File: config.mk
export PLATFORM = sky130hd
export DESIGN_NAME = clahe_hist_accum
export DESIGN_NICKNAME = d
export VERILOG_FILES = /design/src/rtl/clahe_hist_accum.sv
export SDC_FILE = /design/constraint.sdc
export NUM_CORES = 1
export LEC_CHECK = 0
export ABC_AREA = 1
export CAP_MARGIN = 20
export CORE_MARGIN = 2
export CORE_UTILIZATION = 50
export CTS_CLUSTER_DIAMETER = 150
export DETAILED_ROUTE_END_ITERATION = 8
export HOLD_SLACK_MARGIN = 0.08
export PLACE_DENSITY = 0.82
export SLEW_MARGIN = 10
export SYNTH_ARGS = -nofsm -noshare
export SYNTH_HDL_FRONTEND = slang
export SYNTH_SLANG_ARGS = --single-unit
File: constraint.sdc
create_clock -name pclk -period 3.1 [get_ports pclk]
set_clock_uncertainty 0.05 [all_clocks]
set_input_delay 0.62 -clock pclk [delete_from_list [all_inputs] [get_ports pclk]]
set_output_delay 0.62 -clock pclk [all_outputs]
set_load 0.01 [all_outputs]
File: src/rtl/clahe_hist_accum.sv
// CLAHE per-tile histogram accumulator: ping-pong banks, 2-stage
// read-modify-write pipeline with same-bin forwarding and bank clearing.
module clahe_hist_accum (
    input  logic        pclk,
    input  logic        rst_n,
    input  logic        frame_start,
    input  logic        frame_end,
    input  logic        in_valid,
    output logic        in_ready,
    input  logic [7:0]  in_pixel,
    input  logic [5:0]  in_tile_idx,
    output logic        ping_pong_flag,
    output logic        clear_start,
    input  logic        clear_done,
    output logic [5:0]  tile_idx,
    output logic [7:0]  rd_addr_b,
    input  logic [15:0] rd_data_b,
    output logic [7:0]  wr_addr_a,
    output logic [15:0] wr_data_a,
    output logic        wr_en_a,
    input  logic        hist_consumed,
    output logic        hist_ready,
    output logic        init_done,
    output logic        err_overrun
);

    typedef enum logic [2:0] {
        INIT0, INIT1, IDLE, ACCUM, DRAIN, SWAP_WAIT
    } state_t;

    typedef enum logic [1:0] {
        C_IDLE, C_START, C_GAP, C_BUSY
    } cstate_t;

    state_t      state;
    cstate_t     cstate;
    logic        init_started;
    logic        pending_consume;
    logic        s1_valid;
    logic        s1_fwd;
    logic [7:0]  s1_bin;
    logic [5:0]  s1_tile;
    logic        fwd_valid;
    logic [15:0] fwd_data;
    logic        accept;
    logic        tile_block;
    logic        init_go;
    logic        consume_go;
    logic [15:0] base;

    // Both RAM ports share tile_idx, so a tile change must wait for S1 to drain.
    always_comb begin
        tile_block = s1_valid && (in_tile_idx != s1_tile);
        in_ready   = rst_n && (state == ACCUM) && !frame_end && !tile_block;
        accept     = in_valid && in_ready;
        base       = (s1_fwd && fwd_valid) ? fwd_data : rd_data_b;
        wr_en_a    = rst_n && s1_valid;
        wr_addr_a  = s1_valid ? s1_bin : 8'd0;
        wr_data_a  = 16'd0;
        if (s1_valid)
            wr_data_a = (base == 16'hFFFF) ? 16'hFFFF : base + 16'd1;
        rd_addr_b  = accept ? in_pixel : 8'd0;
        tile_idx   = 6'd0;
        if (s1_valid)
            tile_idx = s1_tile;
        else if (accept)
            tile_idx = in_tile_idx;
    end

    always_comb begin
        init_go    = (cstate == C_IDLE) && !init_started
                   && ((state == INIT0) || (state == INIT1));
        consume_go = (cstate == C_IDLE) && hist_consumed && pending_consume;
    end

    // A read issued on the same edge as a write to that bin sees stale data.
    always_ff @(posedge pclk) begin
        if (!rst_n) begin
            s1_valid  <= 1'b0;
            s1_fwd    <= 1'b0;
            s1_bin    <= 8'd0;
            s1_tile   <= 6'd0;
            fwd_valid <= 1'b0;
            fwd_data  <= 16'd0;
        end else begin
            s1_valid  <= accept;
            s1_fwd    <= accept && s1_valid
                       && (in_pixel == s1_bin) && (in_tile_idx == s1_tile);
            if (accept) begin
                s1_bin  <= in_pixel;
                s1_tile <= in_tile_idx;
            end
            fwd_valid <= wr_en_a;
            if (wr_en_a)
                fwd_data <= wr_data_a;
        end
    end

    always_ff @(posedge pclk) begin
        if (!rst_n) begin
            state           <= INIT0;
            cstate          <= C_IDLE;
            init_started    <= 1'b0;
            pending_consume <= 1'b0;
            ping_pong_flag  <= 1'b0;
            clear_start     <= 1'b0;
            hist_ready      <= 1'b0;
            init_done       <= 1'b0;
            err_overrun     <= 1'b0;
        end else begin
            clear_start <= 1'b0;
            hist_ready  <= 1'b0;
            unique case (cstate)
                C_START: cstate <= C_GAP;
                C_GAP:   cstate <= C_BUSY;
                C_BUSY:  if (clear_done) cstate <= C_IDLE;
                default: ;
            endcase
            if (init_go || consume_go) begin
                cstate      <= C_START;
                clear_start <= 1'b1;
            end
            if (consume_go)
                pending_consume <= 1'b0;
            unique case (state)
                INIT0: begin
                    if (!init_started) begin
                        init_started <= 1'b1;
                    end else if (cstate == C_IDLE) begin
                        init_started   <= 1'b0;
                        ping_pong_flag <= 1'b1;
                        state          <= INIT1;
                    end
                end
                INIT1: begin
                    if (!init_started) begin
                        init_started <= 1'b1;
                    end else if (cstate == C_IDLE) begin
                        init_started   <= 1'b0;
                        ping_pong_flag <= 1'b0;
                        init_done      <= 1'b1;
                        state          <= IDLE;
                    end
                end
                IDLE: begin
                    if (frame_start)
                        state <= ACCUM;
                end
                ACCUM: begin
                    if (frame_end)
                        state <= DRAIN;
                end
                DRAIN: begin
                    if (frame_start)
                        err_overrun <= 1'b1;
                    if (!s1_valid)
                        state <= SWAP_WAIT;
                end
                SWAP_WAIT: begin
                    if (frame_start)
                        err_overrun <= 1'b1;
                    if (!pending_consume && (cstate == C_IDLE)) begin
                        ping_pong_flag  <= ~ping_pong_flag;
                        hist_ready      <= 1'b1;
                        pending_consume <= 1'b1;
                        state           <= IDLE;
                    end
                end
                default: state <= INIT0;
            endcase
        end
    end

endmodule

After elaboration in Yosys (flattened, before gate mapping)
Index checks and enable logic that the tools add are counted.
{ "classes": {"n_addsub": 1, "n_bitwise": 2, "reduce_logical": 36, "mux": 32, "n_eq_ne": 22} }
{ "ops": {"columns": ["op", "count"], "rows": [
  ["$mux 16", 3],
  ["$mux 3", 8],
  ["$ne 2x2->1 const B", 9],
  ["$pmux 3 s6", 1],
  ["$add 16x1->16 const B", 1],
  ["$eq 16x16->1 const B", 1],
  ["$mux 8", 2],
  ["$logic_and 1x1->1", 15],
  ["$mux 1", 13],
  ["$mux 6", 2],
  ["$eq 8x8->1", 1],
  ["$reduce_and 2->1", 4],
  ["$reduce_and 8->1", 1],
  ["$eq 3x2->1 const B", 2],
  ["$eq 3x3->1 const B", 2],
  ["$eq 6x6->1", 1],
  ["$ne 6x6->1", 1],
  ["$pmux 2 s3", 1],
  ["$reduce_and 6->1", 1],
  ["$reduce_bool 3->1", 2],
  ["$reduce_or 2->1", 3],
  ["$eq 2x2->1 const B", 2],
  ["$logic_not 1->1", 4],
  ["$reduce_bool 4->1", 1],
  ["other kinds (10)", 12]
]} }
{ "word_totals": {"in_bits": 37, "elab_cells": 109, "reg_bits": 45} }

Depth between registers and ports, before layout
{ "depth": {"depth_word": 8, "mapped_depth": 13, "depth_no_buf": 12} }

Worst setup path before layout
No wires, ideal clock.
{ "synth_timing": {"path_kind": "input-to-output", "from": "input in_tile_idx[5]", "to": "output tile_idx[4]", "n_path_buf": 1, "t_arrival_ns": 1.829, "stages": 9, "path_slack_ns": 0.601, "t_required_ns": 2.430, "cell_sequence": "or2_2 a21oi_1 nand3_1 nand2_1 nand3_4 inv_2 buf_6 nand2_1 o21ai_1"} }
{ "synth_between": {"elab_chain_cells": 7} }
{ "synth_rtl": {"columns": ["item", "line", "rtl"], "rows": [
  ["start: declaration", "11", "input logic [5:0] in_tile_idx,"],
  ["$ne 6x6->1", "53", "tile_block = s1_valid && (in_tile_idx != s1_tile);"],
  ["$logic_and 1x1->1", "53", null],
  ["$logic_not 1->1", "54", "in_ready = rst_n && (state == ACCUM) && !frame_end && !tile_block;"],
  ["$logic_and 1x1->1", "54", null],
  ["$logic_and 1x1->1", "55", "accept = in_valid && in_ready;"],
  ["$mux 6", "66", "else if (accept)"],
  ["$mux 6", "64", "if (s1_valid)"],
  ["end: declaration", "15", "output logic [5:0] tile_idx,"]
]} }
No other way between the ends.

Final worst setup path
{ "layout_timing": {"from": "input in_tile_idx[1]", "to": "output tile_idx[4]"} }
Same word-level chain as after synthesis.

==> summary.txt <==
Run status
  • Status: finished clean

Synthesis
  • Post-Syn Nets: 554
  • Largest family of logic cells by synthesized area: simple AND/OR/NAND/NOR gates
  • Average size of a mapped cell: a little over 6 µm²
  • #FFs+latches synth: between 40 and 50
  • Fraction of the mapped netlist area in simple logic gates: between 30% and 40%
  • Compound-Gate Fraction of Synth Area: roughly an eighth
  • Cells after Synth: 511
  • YS warnings: 0
  • Adder-Cell Fraction of Synth Area: around 2.4%
  • Mapped cell area: 3162 µm²
  • Post-Synth XOR/XNOR Area: 3.324%
  • Unique masters post-synth: 38
  • Mux contribution to synthesized area: 0%
  • Sequential area share after synthesis: 28.49%

Cells and area
  • Most common cell after layout, fill and taps aside: nand2_1
  • Fin nets: between 600 and 700
  • Inserted Diodes: 0
  • Final Instance Area: 4508 µm²
  • Commonest non-fill, non-tap cells in the layout: nand2_1 (170), inv_1 (80), buf_4 (59)
  • Syn-to-layout area delta: 42.58%
  • Layout cells sized above 1: about 23%

GRT
  • Largest net degree at the start of global routing: 38
  • GRT busiest layer: met2
  • Grt met2 use: 45.97%
  • Grt met3 use: 5.638%
  • GR Util All Layers: 24.45%
  • Vias in the first global route: ~3,400
  • Initial antenna violation count: 0
  • M1 GR Usage: a little over a quarter
  • Global-route wire length before repair: around 14,000 µm
  • Gr ovfl total: 0

Min path
  • Hold path startpoint: err_overrun$_SDFFE_PN0P_
  • Worst Hold Path Cells: 1
  • HP Class: flip-flop to flip-flop
  • Min-Delay Endpoint: err_overrun$_SDFFE_PN0P_

Route
  • Vias per inst: between 5 and 6
  • TritonRoute pass-1 iters: 5
  • Final wirelength: 8892 µm
  • DRC: 0
  • Routed vias: roughly 3,600
  • Initial DRC Count: 179
  • DRT antenna net count: 0
  • WL/cell: between 10 and 15 µm

Floorplan
  • Die Y: between 80 and 90 µm
  • Die Wd: 83.52 µm
  • Starting Density: between 50% and 60%
  • Core outline area: approximately 6000 µm²
  • Die area: approximately 7000 µm²
  • Row count: 28
  • IO Pins: 82

Clocking
  • Total CTS buffers: 5
  • Reg clk slew, reported paths: around 0.080 ns
  • Clock sinks: 45
  • CTS root buf: clkbuf_8
  • CTS tree: built
  • Worst-Skew Late Latency: roughly 0.3 ns
  • CTS HTree Levels: 2
  • Clk buf depth: 2

Setup path
  • R2r startpoint: s1_fwd$_SDFF_PN0_
  • Slowest cell on crit path: clkdlybuf4s50_1
  • Crit path cell chain: clkdlybuf4s50_1 -> or2_2 -> a21oi_1 -> nand3_1 -> nand2_2 -> nand3_4 -> inv_6 -> buf_4 -> nand2_1 -> o21ai_2 -> buf_2
  • FF-to-FF setup slack: approximately 0.98 ns
  • CP delay by family, top: buffers and inverters
  • Crit path arrival time: 2.38 ns
  • Reg-to-reg critical path endpoint: fwd_data[7]$_SDFFE_PN0P_
  • Critical path startpoint category: input port
  • Buf+Inv Stages, Crit Path: 4
  • Crit Path Max Fanout: 7
  • Largest stage delay, worst path: roughly 0.42 ns
  • Crit end category: primary output
  • Worst-case reg-to-reg path depth: 15
  • Setup CP Type: input port to primary output
  • CP required: 2.43 ns

STA
  • Final WS setup: ~0.052 ns
  • Fmax: ~330 MHz
  • Slew Limit Fails: 0
  • Crit path time final: 3.048 ns
  • Hold Fails Final Rpt: 0
  • Worst rel slew slack: a little over two thirds
  • Final setup vio count: 0
  • RSZ-0062 raised after global routing: true
  • Final period util: between 90% and 100%
  • Slew at the pin closest to its max-slew limit: between 0.4 and 0.5 ns

Place
  • Placed cell areas: between 4000 and 5000 µm²
  • Dpl hpwl: just over 6000 µm
  • RD Place Congestion: roughly 0.9
  • # port buffers: between 80 and 90
  • Pre-CTS WS: -0.3499 ns

Run
  • Max-cap violation count: 0

Power
  • Leakage: ~0.0023 µW
  • Total power: approximately 1600 µW
  • Max rail drop VDD: roughly 0.41 mV
  • PD cells: 359.6 nW/µm²
[metal layers]
metal	up-vias	wire length (µm)
li1	1848	-
met3	17	593
met5	-	0
met1	1635	3613
met4	0	147
met2	106	4537
[Yosys cell counts, drive strengths merged]
cell type    n  share of area, %
dfxtp       45                28
nor4         1              0.20
nor2        40               6.1
buf         12               3.0
nor3         4              0.79
xnor2        4               1.1
nand2      182                22
xor2         8               2.2
clkbuf       6              0.71
clkinv       2              0.24
or2          3              0.67
nand3       43               9.0
a22oi        1              0.24
o211ai       1              0.24
inv         84                10
o21ai       18               3.1
ha           6               2.4
o21a         1              0.24
o22ai        1              0.20
o2111ai      1              0.28
a21oi       43               7.5
nand4        4              0.79
a31oi        1              0.20
[layout make-up]
cell class              count  area (µm²)
multi-input cells         363        1889
clock inverters             1       30.03
repair buffers            144        1179
well taps                  75       93.84
inverters                  86       327.8
clock buffers               7       86.33
flip-flops and latches     45       902.1
fillers                   492        1518
[power breakdown]
group / internal (µW) / switching (µW) / total [µW]
Clock: 263 / 208 / 471
Combinational: 217 / 268 / 484
Sequential: 623 / 42.3 / 665
[metrics by stage]
step                      instances  util [%]  setup TNS (ns)  hold WS [ns]
final                           721     74.81               0        0.4177
after global routing            721     74.81         -0.1597        0.4332
after CTS                       705     73.65         -0.1692        0.4224
after detailed placement        694     71.35          -8.407        0.4045
after global placement          694     71.35          -7.732        0.4015
after floorplan                 511         -               0        0.3953
[state kept, by name, summed over array words and instances (netlist names)]
name and cells:
s1_valid 1, s1_tile 6, err_overrun 1, hist_ready 1, pending_consume 1, state 3
cstate 2, fwd_data 16, init_done 1, s1_fwd 1, s1_bin 8, fwd_valid 1
ping_pong_flag 1, init_started 1, clear_start 1
[timing repair]
action | CTS | global route
pin swaps | 1 | 13
resized for setup | 45 | 68
cloned | 1 | 0
setup endpoints to repair | 31 | 30
endpoints found under the hold margin | 0 | 0
hold buffers | 0 | 0
setup buffers | 2 | 16
[worst max path at each step]
stage | startpoint | endpoint | slack, ns | depth (start not counted)
after detailed placement | in_tile_idx[5] | tile_idx[1] | -0.35 | 10
after global placement | in_tile_idx[1] | tile_idx[0] | -0.33 | 10
final | in_tile_idx[1] | tile_idx[4] | 0.05 | 11
after CTS | rd_data_b[7] | wr_data_a[15] | -0.16 | 12
after global routing | in_tile_idx[5] | tile_idx[4] | -0.05 | 11
after floorplan | in_tile_idx[5] | tile_idx[4] | 0.60 | 9
[cells by family after synthesis]
family,after synthesis
flip-flops,45
AO/OA/AOI/OAI,67
adder cells (fa/ha/maj),6
XOR/XNOR,12
AND/OR/NAND/NOR,277
buffers and inverters,104
[worst register-to-register path, delay by kind of cell (launching register included)]
family,cells,cell delay (ns)
buf+inv,6,0.87
flops,1,0.37
compound gates,1,0.11
simple gates,8,0.66
No activity file was read; power rests on OpenSTA's default activity.
